### src/rtl/ws2812_right_driver_pkg.sv
// Shared definitions for the right-edge WS2812 LED driver:
// transmitter states, default timing, zone count and colour field slices.
package ws2812_right_driver_pkg;

    // Default frame geometry and WS2812 timing in clkn cycles (148.5 MHz)
    localparam int WS_NUM_LED   = 45;
    localparam int WS_T0H       = 59;
    localparam int WS_T1H       = 119;
    localparam int WS_TBIT      = 186;
    localparam int WS_TRST      = 44550;
    localparam int WS_DIM_SHIFT = 1;

    // Colour field positions inside a 24-bit RGB word
    localparam int R_MSB = 23;
    localparam int R_LSB = 16;
    localparam int G_MSB = 15;
    localparam int G_LSB = 8;
    localparam int B_MSB = 7;
    localparam int B_LSB = 0;

    typedef enum logic [2:0] {
        ST_IDLE  = 3'd0,
        ST_LOAD  = 3'd1,
        ST_BIT   = 3'd2,
        ST_NEXT  = 3'd3,
        ST_LATCH = 3'd4
    } tx_state_e;

    // Reorder an RGB word into wire order {G,R,B}, shifting each channel right
    function automatic logic [23:0] grb_word(input logic [23:0] rgb, input int shift);
        logic [7:0] r_s;
        logic [7:0] g_s;
        logic [7:0] b_s;
        r_s = rgb[R_MSB:R_LSB] >> shift;
        g_s = rgb[G_MSB:G_LSB] >> shift;
        b_s = rgb[B_MSB:B_LSB] >> shift;
        return {g_s, r_s, b_s};
    endfunction

endpackage

### src/rtl/ws2812_right_driver_bit_tx.sv
// WS2812 word serialiser: on start, sends a 24-bit word MSB first, each bit
// TBIT cycles long with a high time of T0H or T1H. done is high during the
// final cycle of the last bit so the sequencer can move on at that edge.
module ws2812_right_driver_bit_tx
    import ws2812_right_driver_pkg::*;
#(
    parameter int T0H  = WS_T0H,
    parameter int T1H  = WS_T1H,
    parameter int TBIT = WS_TBIT
) (
    input  logic        clkn,
    input  logic        resetn,
    input  logic        start,
    input  logic [23:0] word,
    output logic        led_dout,
    output logic        done
);

    localparam int CNT_W = (TBIT > 1) ? $clog2(TBIT) : 1;
    localparam logic [CNT_W-1:0] LAST_CNT     = CNT_W'(TBIT - 1);
    localparam logic [CNT_W-1:0] PRE_LAST_CNT = CNT_W'(TBIT - 2);
    localparam logic [CNT_W-1:0] T0H_C        = CNT_W'(T0H);
    localparam logic [CNT_W-1:0] T1H_C        = CNT_W'(T1H);

    logic             active_r;
    logic [CNT_W-1:0] cnt_r;
    logic [4:0]       bit_idx_r;
    logic [23:0]      shift_r;
    logic             led_dout_r;
    logic             done_r;
    logic [CNT_W-1:0] cnt_inc_s;
    logic [CNT_W-1:0] high_len_s;

    // Next bit-cycle count and the high time of the bit currently on the wire
    always_comb begin
        cnt_inc_s = cnt_r + CNT_W'(1);
        if (shift_r[23]) begin
            high_len_s = T1H_C;
        end else begin
            high_len_s = T0H_C;
        end
    end

    // Bit timing: output is computed one cycle ahead so led_dout is a flop
    always_ff @(negedge clkn or posedge resetn) begin
        if (resetn) begin
            active_r   <= 1'b0;
            cnt_r      <= '0;
            bit_idx_r  <= 5'd0;
            shift_r    <= 24'd0;
            led_dout_r <= 1'b0;
            done_r     <= 1'b0;
        end else if (start) begin
            active_r   <= 1'b1;
            cnt_r      <= '0;
            bit_idx_r  <= 5'd23;
            shift_r    <= word;
            led_dout_r <= 1'b1;
            done_r     <= 1'b0;
        end else if (active_r) begin
            if (cnt_r == LAST_CNT) begin
                cnt_r <= '0;
                if (bit_idx_r == 5'd0) begin
                    active_r   <= 1'b0;
                    led_dout_r <= 1'b0;
                    done_r     <= 1'b0;
                end else begin
                    shift_r    <= {shift_r[22:0], 1'b0};
                    bit_idx_r  <= bit_idx_r - 5'd1;
                    led_dout_r <= 1'b1;
                    done_r     <= 1'b0;
                end
            end else begin
                cnt_r      <= cnt_inc_s;
                led_dout_r <= (cnt_inc_s < high_len_s);
                done_r     <= (cnt_r == PRE_LAST_CNT) && (bit_idx_r == 5'd0);
            end
        end else begin
            led_dout_r <= 1'b0;
            done_r     <= 1'b0;
        end
    end

    assign led_dout = led_dout_r;
    assign done     = done_r;

endmodule

### src/rtl/ws2812_right_driver.sv
// Right-side ambient LED driver: captures one colour per zone from the zone
// extractor into a double buffer and streams each complete frame onto a
// WS2812 data line (GRB, MSB first) followed by a latch gap.
// Optional build macro WS2812_DIM_EN: channels are shifted right by
// DIM_SHIFT as each word is loaded for transmission.
module ws2812_right_driver
    import ws2812_right_driver_pkg::*;
#(
    parameter int NUM_LED   = WS_NUM_LED,
    parameter int T0H       = WS_T0H,
    parameter int T1H       = WS_T1H,
    parameter int TBIT      = WS_TBIT,
    parameter int TRST      = WS_TRST,
    parameter int DIM_SHIFT = WS_DIM_SHIFT
) (
    input  logic        clkn,
    input  logic        resetn,
    input  logic        vs,
    input  logic        dv_rgb_in,
    input  logic [23:0] rgb_in,
    output logic        led_dout,
    output logic        busy,
    output logic [7:0]  frame_drop_cnt
);

    localparam int IDX_W = (NUM_LED > 1) ? $clog2(NUM_LED) : 1;
    localparam int LAT_W = (TRST > 1) ? $clog2(TRST) : 1;
    localparam logic [IDX_W-1:0] LAST_IDX = IDX_W'(NUM_LED - 1);
    localparam logic [LAT_W-1:0] LAST_LAT = LAT_W'(TRST - 1);

`ifdef WS2812_DIM_EN
    localparam bit DIM_ON = 1'b1;
`else
    localparam bit DIM_ON = 1'b0;
`endif
    localparam int EFF_SHIFT = DIM_ON ? DIM_SHIFT : 32'sd0;

    tx_state_e        state_r;
    tx_state_e        state_next_s;
    logic [23:0]      frame_buf_r [2][NUM_LED];
    logic             wr_sel_r;
    logic [IDX_W-1:0] wr_idx_r;
    logic [IDX_W-1:0] led_idx_r;
    logic             pending_r;
    logic [7:0]       drop_cnt_r;
    logic             busy_r;
    logic [LAT_W-1:0] latch_cnt_r;
    logic             capture_s;
    logic             complete_s;
    logic             swap_s;
    logic             start_s;
    logic             tx_done_s;
    logic             tx_dout_s;
    logic [23:0]      load_word_s;

    // Capture qualifiers: a zone is taken only during active video, the last
    // zone completes the frame, and an idle transmitter with a frame waiting swaps
    always_comb begin
        capture_s  = dv_rgb_in && !vs;
        complete_s = capture_s && (wr_idx_r == LAST_IDX);
        swap_s     = (state_r == ST_IDLE) && pending_r;
    end

    // Double buffer storage: writes always go to the buffer selected by wr_sel
    always_ff @(negedge clkn or posedge resetn) begin
        if (resetn) begin
            for (int s = 0; s < 2; s++) begin
                for (int i = 0; i < NUM_LED; i++) begin
                    frame_buf_r[s][i] <= 24'd0;
                end
            end
        end else if (capture_s) begin
            frame_buf_r[wr_sel_r][wr_idx_r] <= rgb_in;
        end
    end

    // Zone write index: parked at 0 in blanking so partial frames are dropped
    always_ff @(negedge clkn or posedge resetn) begin
        if (resetn) begin
            wr_idx_r <= '0;
        end else if (vs) begin
            wr_idx_r <= '0;
        end else if (capture_s) begin
            if (complete_s) begin
                wr_idx_r <= '0;
            end else begin
                wr_idx_r <= wr_idx_r + IDX_W'(1);
            end
        end
    end

    // Frame handoff: swap buffers when idle, track pending and dropped frames.
    // A completion on the swap cycle re-arms pending for the next frame.
    always_ff @(negedge clkn or posedge resetn) begin
        if (resetn) begin
            wr_sel_r   <= 1'b0;
            pending_r  <= 1'b0;
            drop_cnt_r <= 8'd0;
        end else if (swap_s) begin
            wr_sel_r  <= ~wr_sel_r;
            pending_r <= complete_s;
        end else if (complete_s) begin
            pending_r <= 1'b1;
            if (pending_r && (drop_cnt_r != 8'hFF)) begin
                drop_cnt_r <= drop_cnt_r + 8'd1;
            end
        end
    end

    // Word presented to the serialiser: read side of the buffer, wire order
    always_comb begin
        load_word_s = grb_word(frame_buf_r[~wr_sel_r][led_idx_r], EFF_SHIFT);
    end

    // Sequencer state register
    always_ff @(negedge clkn or posedge resetn) begin
        if (resetn) begin
            state_r <= ST_IDLE;
        end else begin
            state_r <= state_next_s;
        end
    end

    // Sequencer next state and serialiser start strobe
    always_comb begin
        state_next_s = state_r;
        start_s      = 1'b0;
        case (state_r)
            ST_IDLE: begin
                if (pending_r) begin
                    state_next_s = ST_LOAD;
                end else begin
                    state_next_s = ST_IDLE;
                end
            end
            ST_LOAD: begin
                start_s      = 1'b1;
                state_next_s = ST_BIT;
            end
            ST_BIT: begin
                if (tx_done_s) begin
                    state_next_s = ST_NEXT;
                end else begin
                    state_next_s = ST_BIT;
                end
            end
            ST_NEXT: begin
                if (led_idx_r == LAST_IDX) begin
                    state_next_s = ST_LATCH;
                end else begin
                    state_next_s = ST_LOAD;
                end
            end
            ST_LATCH: begin
                if (latch_cnt_r == LAST_LAT) begin
                    state_next_s = ST_IDLE;
                end else begin
                    state_next_s = ST_LATCH;
                end
            end
            default: begin
                state_next_s = ST_IDLE;
            end
        endcase
    end

    // LED index advances between words and rewinds after the last LED
    always_ff @(negedge clkn or posedge resetn) begin
        if (resetn) begin
            led_idx_r <= '0;
        end else if (state_r == ST_NEXT) begin
            if (led_idx_r == LAST_IDX) begin
                led_idx_r <= '0;
            end else begin
                led_idx_r <= led_idx_r + IDX_W'(1);
            end
        end
    end

    // Latch gap timer, cleared whenever the sequencer is outside LATCH
    always_ff @(negedge clkn or posedge resetn) begin
        if (resetn) begin
            latch_cnt_r <= '0;
        end else if (state_r == ST_LATCH) begin
            latch_cnt_r <= latch_cnt_r + LAT_W'(1);
        end else begin
            latch_cnt_r <= '0;
        end
    end

    // Busy flag registered from the next state so it tracks the FSM exactly
    always_ff @(negedge clkn or posedge resetn) begin
        if (resetn) begin
            busy_r <= 1'b0;
        end else begin
            busy_r <= (state_next_s != ST_IDLE);
        end
    end

    ws2812_right_driver_bit_tx #(
        .T0H  (T0H),
        .T1H  (T1H),
        .TBIT (TBIT)
    ) u_bit_tx (
        .clkn     (clkn),
        .resetn   (resetn),
        .start    (start_s),
        .word     (load_word_s),
        .led_dout (tx_dout_s),
        .done     (tx_done_s)
    );

    assign led_dout       = tx_dout_s;
    assign busy           = busy_r;
    assign frame_drop_cnt = drop_cnt_r;

endmodule

### config.mk
export PLATFORM = sky130hd
export DESIGN_NAME = ws2812_right_driver
export DESIGN_NICKNAME = d
export VERILOG_FILES = /design/src/rtl/ws2812_right_driver_pkg.sv /design/src/rtl/ws2812_right_driver_bit_tx.sv /design/src/rtl/ws2812_right_driver.sv
export SDC_FILE = /design/constraint.sdc
export NUM_CORES = 2
export LEC_CHECK = 0
export CAP_MARGIN = 20
export CORE_MARGIN = 2
export CORE_UTILIZATION = 40
export DETAILED_ROUTE_END_ITERATION = 10
export GPL_TIMING_DRIVEN = 0
export PLACE_DENSITY = 0.55
export SLEW_MARGIN = 10
export SYNTH_ARGS = -nofsm -noshare
export SYNTH_HDL_FRONTEND = slang
export SYNTH_SLANG_ARGS = --single-unit
### constraint.sdc
create_clock -name clkn -period 97.1 [get_ports clkn]
set_input_delay 19.42 -clock clkn [delete_from_list [all_inputs] [get_ports clkn]]
set_output_delay 19.42 -clock clkn [all_outputs]
set_load 0.05 [all_outputs]
==> report_table.html <==
<table>
<tr><th>Metric</th><th>Value</th></tr>
<tr><th colspan="2">CTS</th></tr>
<tr><td>Number of H-tree levels</td><td>4</td></tr>
<tr><td>Buffer count from post-CTS setup fixing</td><td>0</td></tr>
<tr><td>CTS Sinks</td><td>around 2.2k</td></tr>
<tr><td>Clock-pin slew on the worst setup and hold paths</td><td>0.04 ns</td></tr>
<tr><td>CTS tree</td><td>done</td></tr>
<tr><td>Clock buffer count from CTS</td><td>~240</td></tr>
<tr><td>Max clock buf depth</td><td>3</td></tr>
<tr><td>Clock latency reported for the late side of the worst-skew pair</td><td>a little over 0.8 ns</td></tr>
<tr><td>Number of gates resized after CTS</td><td>0</td></tr>
<tr><td>Root buf cell</td><td>sky130_fd_sc_hd__clkbuf_16</td></tr>
<tr><td>Number of hold-repair buffers added at the cts stage</td><td>0</td></tr>
<tr><th colspan="2">Global routing</th></tr>
<tr><td>Via count of the first global-routing pass</td><td>between 60k and 70k</td></tr>
<tr><td>Initial antenna violation count</td><td>56</td></tr>
<tr><td>GR Util All Layers</td><td>between 30% and 40%</td></tr>
<tr><td>Largest net degree at the start of global routing</td><td>40</td></tr>
<tr><td>Total global routing overflow</td><td>0</td></tr>
<tr><td>Wire length of the first global-routing pass</td><td>a little over 600 mm</td></tr>
<tr><th colspan="2">Outcome</th></tr>
<tr><td>Result of the run</td><td>finished clean</td></tr>
<tr><th colspan="2">Floorplanning</th></tr>
<tr><td>Core box area</td><td>0.256 sq mm</td></tr>
<tr><td>Cell Rows</td><td>~190</td></tr>
<tr><td>Die ar.</td><td>approximately 0.26 sq mm</td></tr>
<tr><td>Die boundary width</td><td>just over 500 um</td></tr>
<tr><td>Number of ports placed on the die boundary</td><td>38</td></tr>
<tr><td>Initial cell density of the core</td><td>40.1%</td></tr>
<tr><td>Height of the die</td><td>approximately 500 um</td></tr>
<tr><th colspan="2">Timing</th></tr>
<tr><td>Number of pins exceeding their max-slew limit in the final report</td><td>0</td></tr>
<tr><td>Headroom to the max-slew limit</td><td>10.2%</td></tr>
<tr><td>Final Hold Violating Endpoints</td><td>0</td></tr>
<tr><td>Unrepaired setup endpoints after global routing</td><td>no</td></tr>
<tr><td>Setup-violating endpoint count in the final report</td><td>0</td></tr>
<tr><td>Worst-case clock skew</td><td>~0.035 ns</td></tr>
<tr><td>Worst hold-check slack</td><td>0.422 ns</td></tr>
<tr><td>Transition time at the pin with the least slew margin</td><td>roughly 1.3 ns</td></tr>
<tr><th colspan="2">Synthesis</th></tr>
<tr><td>Count of warnings emitted by yosys</td><td>0</td></tr>
<tr><td>Mean cell area of the mapped netlist</td><td>14.9 sq um</td></tr>
<tr><td>Yosys reg bits</td><td>about 2.2k</td></tr>
<tr><td>Portion of synthesized cell area occupied by the leading cell type</td><td>approximately 55%</td></tr>
<tr><td>Fraction of registers with async set or reset after synthesis</td><td>100%</td></tr>
<tr><td>Largest area contributor in the netlist</td><td>sky130_fd_sc_hd__dfrtn_1</td></tr>
<tr><td>Dominant cells by area after synthesis</td><td>sky130_fd_sc_hd__dfrtn_1 55%, sky130_fd_sc_hd__mux2_2 24%, sky130_fd_sc_hd__mux4_2 8.1%</td></tr>
<tr><td>Synth Cell Area</td><td>about 0.10 sq mm</td></tr>
<tr><td>Netlist cell types</td><td>80</td></tr>
<tr><td>Most used flip-flop cell after synthesis</td><td>sky130_fd_sc_hd__dfrtn_1</td></tr>
<tr><td>Synthesized netlist cell count</td><td>6,916</td></tr>
<tr><td>Number of enable-type register cells in the synthesized netlist</td><td>0</td></tr>
<tr><td>Part of the Yosys area used for sequential elements</td><td>between 50% and 60%</td></tr>
<tr><td>Synth Net Count</td><td>around 7.0k</td></tr>
<tr><th colspan="2">Setup path</th></tr>
<tr><td>Arrival time reported for the critical path endpoint</td><td>roughly 23 ns</td></tr>
<tr><td>Critical-path top delay cell</td><td>sky130_fd_sc_hd__nor2_1</td></tr>
<tr><td>Worst stage delay on the critical path</td><td>~0.92 ns</td></tr>
<tr><td>Reg-to-Reg End</td><td>u_bit_tx.shift_r[17]</td></tr>
<tr><td>Cell count of the worst reg-to-reg path</td><td>9</td></tr>
<tr><td>Critical path type</td><td>in2reg</td></tr>
<tr><td>Slack of the worst reg-to-reg path</td><td>about 92 ns</td></tr>
<tr><td>Kind of end point of the critical path</td><td>register</td></tr>
<tr><td>Worst Path Max Fanout</td><td>10</td></tr>
<tr><td>Required time of the critical path</td><td>about 49 ns</td></tr>
<tr><td>Ordered cell list for the critical path</td><td>clkdlybuf4s50_1 &gt; and2b_1 &gt; nand2_1 &gt; nor2_1 &gt; nand2_1 &gt; clkbuf_1 &gt; mux2_2</td></tr>
<tr><td>Reg2reg start</td><td>led_idx_r[0]</td></tr>
<tr><td>Kind of start point of the critical path</td><td>input pin</td></tr>
<tr><td>CP most frequent cell</td><td>sky130_fd_sc_hd__nand2_1</td></tr>
<tr><th colspan="2">Final layout</th></tr>
<tr><td>Final Net Count</td><td>between 7k and 8k</td></tr>
<tr><td>Area grow syn2layout</td><td>14.6%</td></tr>
<tr><td>Fraction of layout instances using a drive strength above 1</td><td>a little under half</td></tr>
<tr><th colspan="2">Placement</th></tr>
<tr><td>Detailed Place HPWL</td><td>~330 mm</td></tr>
<tr><td>Placer congestion estimate</td><td>between 1 and 1.5</td></tr>
<tr><td># port buffers</td><td>13</td></tr>
<tr><th colspan="2">Min path</th></tr>
<tr><td>Hold worst-path end</td><td>latch_cnt_r[0]</td></tr>
<tr><td>Beginning of the worst hold path</td><td>latch_cnt_r[0]</td></tr>
<tr><td>Hold/Removal Path Class</td><td>reg2reg</td></tr>
<tr><td>Worst Hold Path Cells</td><td>1</td></tr>
<tr><th colspan="2">Detailed routing</th></tr>
<tr><td>Average detailed-routed wire length per instance</td><td>41.1 um</td></tr>
<tr><td>DR vias/cell</td><td>about 6.2</td></tr>
<tr><td>Number of DRC violations after detailed routing</td><td>0</td></tr>
<tr><td>Post-DRT Antenna Nets</td><td>0</td></tr>
<tr><td>First-pass iteration count of the detailed router</td><td>5</td></tr>
<tr><td>Wire length reported by the detailed router</td><td>approximately 450 mm</td></tr>
<tr><td>Initial drt markers</td><td>approximately 7.6k</td></tr>
<tr><td>Via Count</td><td>between 60k and 70k</td></tr>
<tr><th colspan="2">Power and ir drop</th></tr>
<tr><td>Lkg Pwr</td><td>between 50 and 60 nW</td></tr>
<tr><td>Peak supply drop</td><td>~20 uV</td></tr>
<tr><td>Cell Pwr Density</td><td>~17 mW/mm^2</td></tr>
<tr><td>Power, Total</td><td>a little under 0.002 W</td></tr>
<tr><th colspan="2">Flow run</th></tr>
<tr><td>Max cap viols</td><td>0</td></tr>
</table>
[area by class of cell]
type / instances / area [sq um]
well taps: 3384 / 4230
repair buffers: 141 / 2470
clock buffers: 370 / 7140
diodes: 38 / 95.1
flip-flops and latches: 2242 / 56100
clock inverters: 71 / 931
fillers: 22670 / 138000
multi-input cells: 3976 / 43300
plain buffers: 680 / 3550
inverters: 18 / 72.6
[cells in the final DEF, fill, tap and decap left out, types with 31 or more instances in the layout]
cell type	n
sky130_fd_sc_hd__a211oi_1	60
sky130_fd_sc_hd__a21oi_1	113
sky130_fd_sc_hd__a22oi_1	67
sky130_fd_sc_hd__buf_1	31
sky130_fd_sc_hd__buf_12	80
sky130_fd_sc_hd__buf_2	197
sky130_fd_sc_hd__buf_4	94
sky130_fd_sc_hd__buf_6	40
sky130_fd_sc_hd__clkbuf_1	348
sky130_fd_sc_hd__clkbuf_16	239
sky130_fd_sc_hd__clkbuf_2	44
sky130_fd_sc_hd__clkbuf_8	67
sky130_fd_sc_hd__clkinv_2	40
sky130_fd_sc_hd__dfrtn_1	2242
sky130_fd_sc_hd__diode_2	38
sky130_fd_sc_hd__mux2_2	2157
sky130_fd_sc_hd__mux2i_1	382
sky130_fd_sc_hd__mux4_2	372
sky130_fd_sc_hd__nand2_1	178
sky130_fd_sc_hd__nand3_1	33
sky130_fd_sc_hd__nor2_1	88
sky130_fd_sc_hd__o21ai_0	65
sky130_fd_sc_hd__o221ai_1	49
sky130_fd_sc_hd__o22ai_1	69
[power breakdown]
| group | switching [W] | total (W) | internal [W] |
|---|---|---|---|
| Sequential | 0.00000635 | 0.000961 | 0.000954 |
| Clock | 0.000409 | 0.000953 | 0.000544 |
| Combinational | 0.0000523 | 0.0000765 | 0.0000242 |
[critical path: cells and delay by family]
kind | cells | cell delay, ns
buffers and inverters | 2 | 1.16
AND/OR/NAND/NOR | 4 | 1.94
multiplexers | 1 | 0.45
[sequential cells by signal, indices dropped and copies added, names as in the netlist]
register / count
frame_drop_cnt: 8
u_bit_tx.cnt_r: 8
wr_sel_r: 1
latch_cnt_r: 16
frame_buf_r: 2160
wr_idx_r: 6
u_bit_tx.bit_idx_r: 5
state_r: 3
u_bit_tx.shift_r: 24
u_bit_tx.led_dout: 1
busy: 1
u_bit_tx.done: 1
led_idx_r: 6
u_bit_tx.active_r: 1
pending_r: 1
[metrics by stage]
stage / instance area [sq um] / worst slack, ns / setup TNS, ns / cells / utilization [%]
after floorplan: 103000 / -1.25 / -2806.53 / 6916 / -
after global placement: 107000 / -14.10 / - / 10313 / 41.8
after detailed placement: 110000 / 25.52 / 0 / 10431 / 42.8
after CTS: 118000 / 26.36 / 0 / 10872 / 45.9
after global routing: 118000 / 26.10 / 0 / 10889 / 46.0
final: 118000 / 26.17 / 0 / 10920 / 46.0
[cell usage after synthesis, drive strengths merged (4+ instances only)]
library cell and number:
a2111oi 27, a211oi 60, a21oi 113, a221oi 8, a22o 19, a22oi 67, a311oi 7, a31oi 21
a32oi 16, and2 11, and3 18, buf 353, clkbuf 327, dfrtn 2242, ha 16, inv 15
mux2 2165, mux2i 382, mux4 376, nand2 201, nand2b 6, nand3 36, nand3b 5, nand4 7
nor2 105, nor2b 12, nor3 11, nor4 7, o211ai 8, o21ai 66, o221ai 49, o22ai 69
o31ai 7, o32ai 5, or2 4, or3 5, xnor2 16, xor2 14
[cell families after synthesis]
family	Yosys count	synth area share, %
compound gates	563	3.76
xor+xnor	30	0.256
fa+ha+maj	16	0.195
buf+inv	698	3.46
flops	2242	54.6
mux	2923	35.7
simple gates	444	2.10
[routing by layer]
metal,up-vias,wire [um],track usage (%)
met5,-,152,0.530
met4,20,33500,21.9
met3,911,43000,9.90
met2,3473,194000,49.7
met1,37346,179000,44.3
li1,26428,-,-
[worst max-delay path by stage]
stage               slack (ns)    from          endpoint
floorplan                -1.25  resetn              busy
global placement        -14.10  resetn  frame_buf_r[230]
detailed placement       25.52      vs  frame_buf_r[890]
CTS                      26.36      vs  frame_buf_r[889]
global route             26.10      vs  frame_buf_r[888]
finish                   26.17      vs  frame_buf_r[293]
Note: power is estimated with default switching activity, not from simulation.
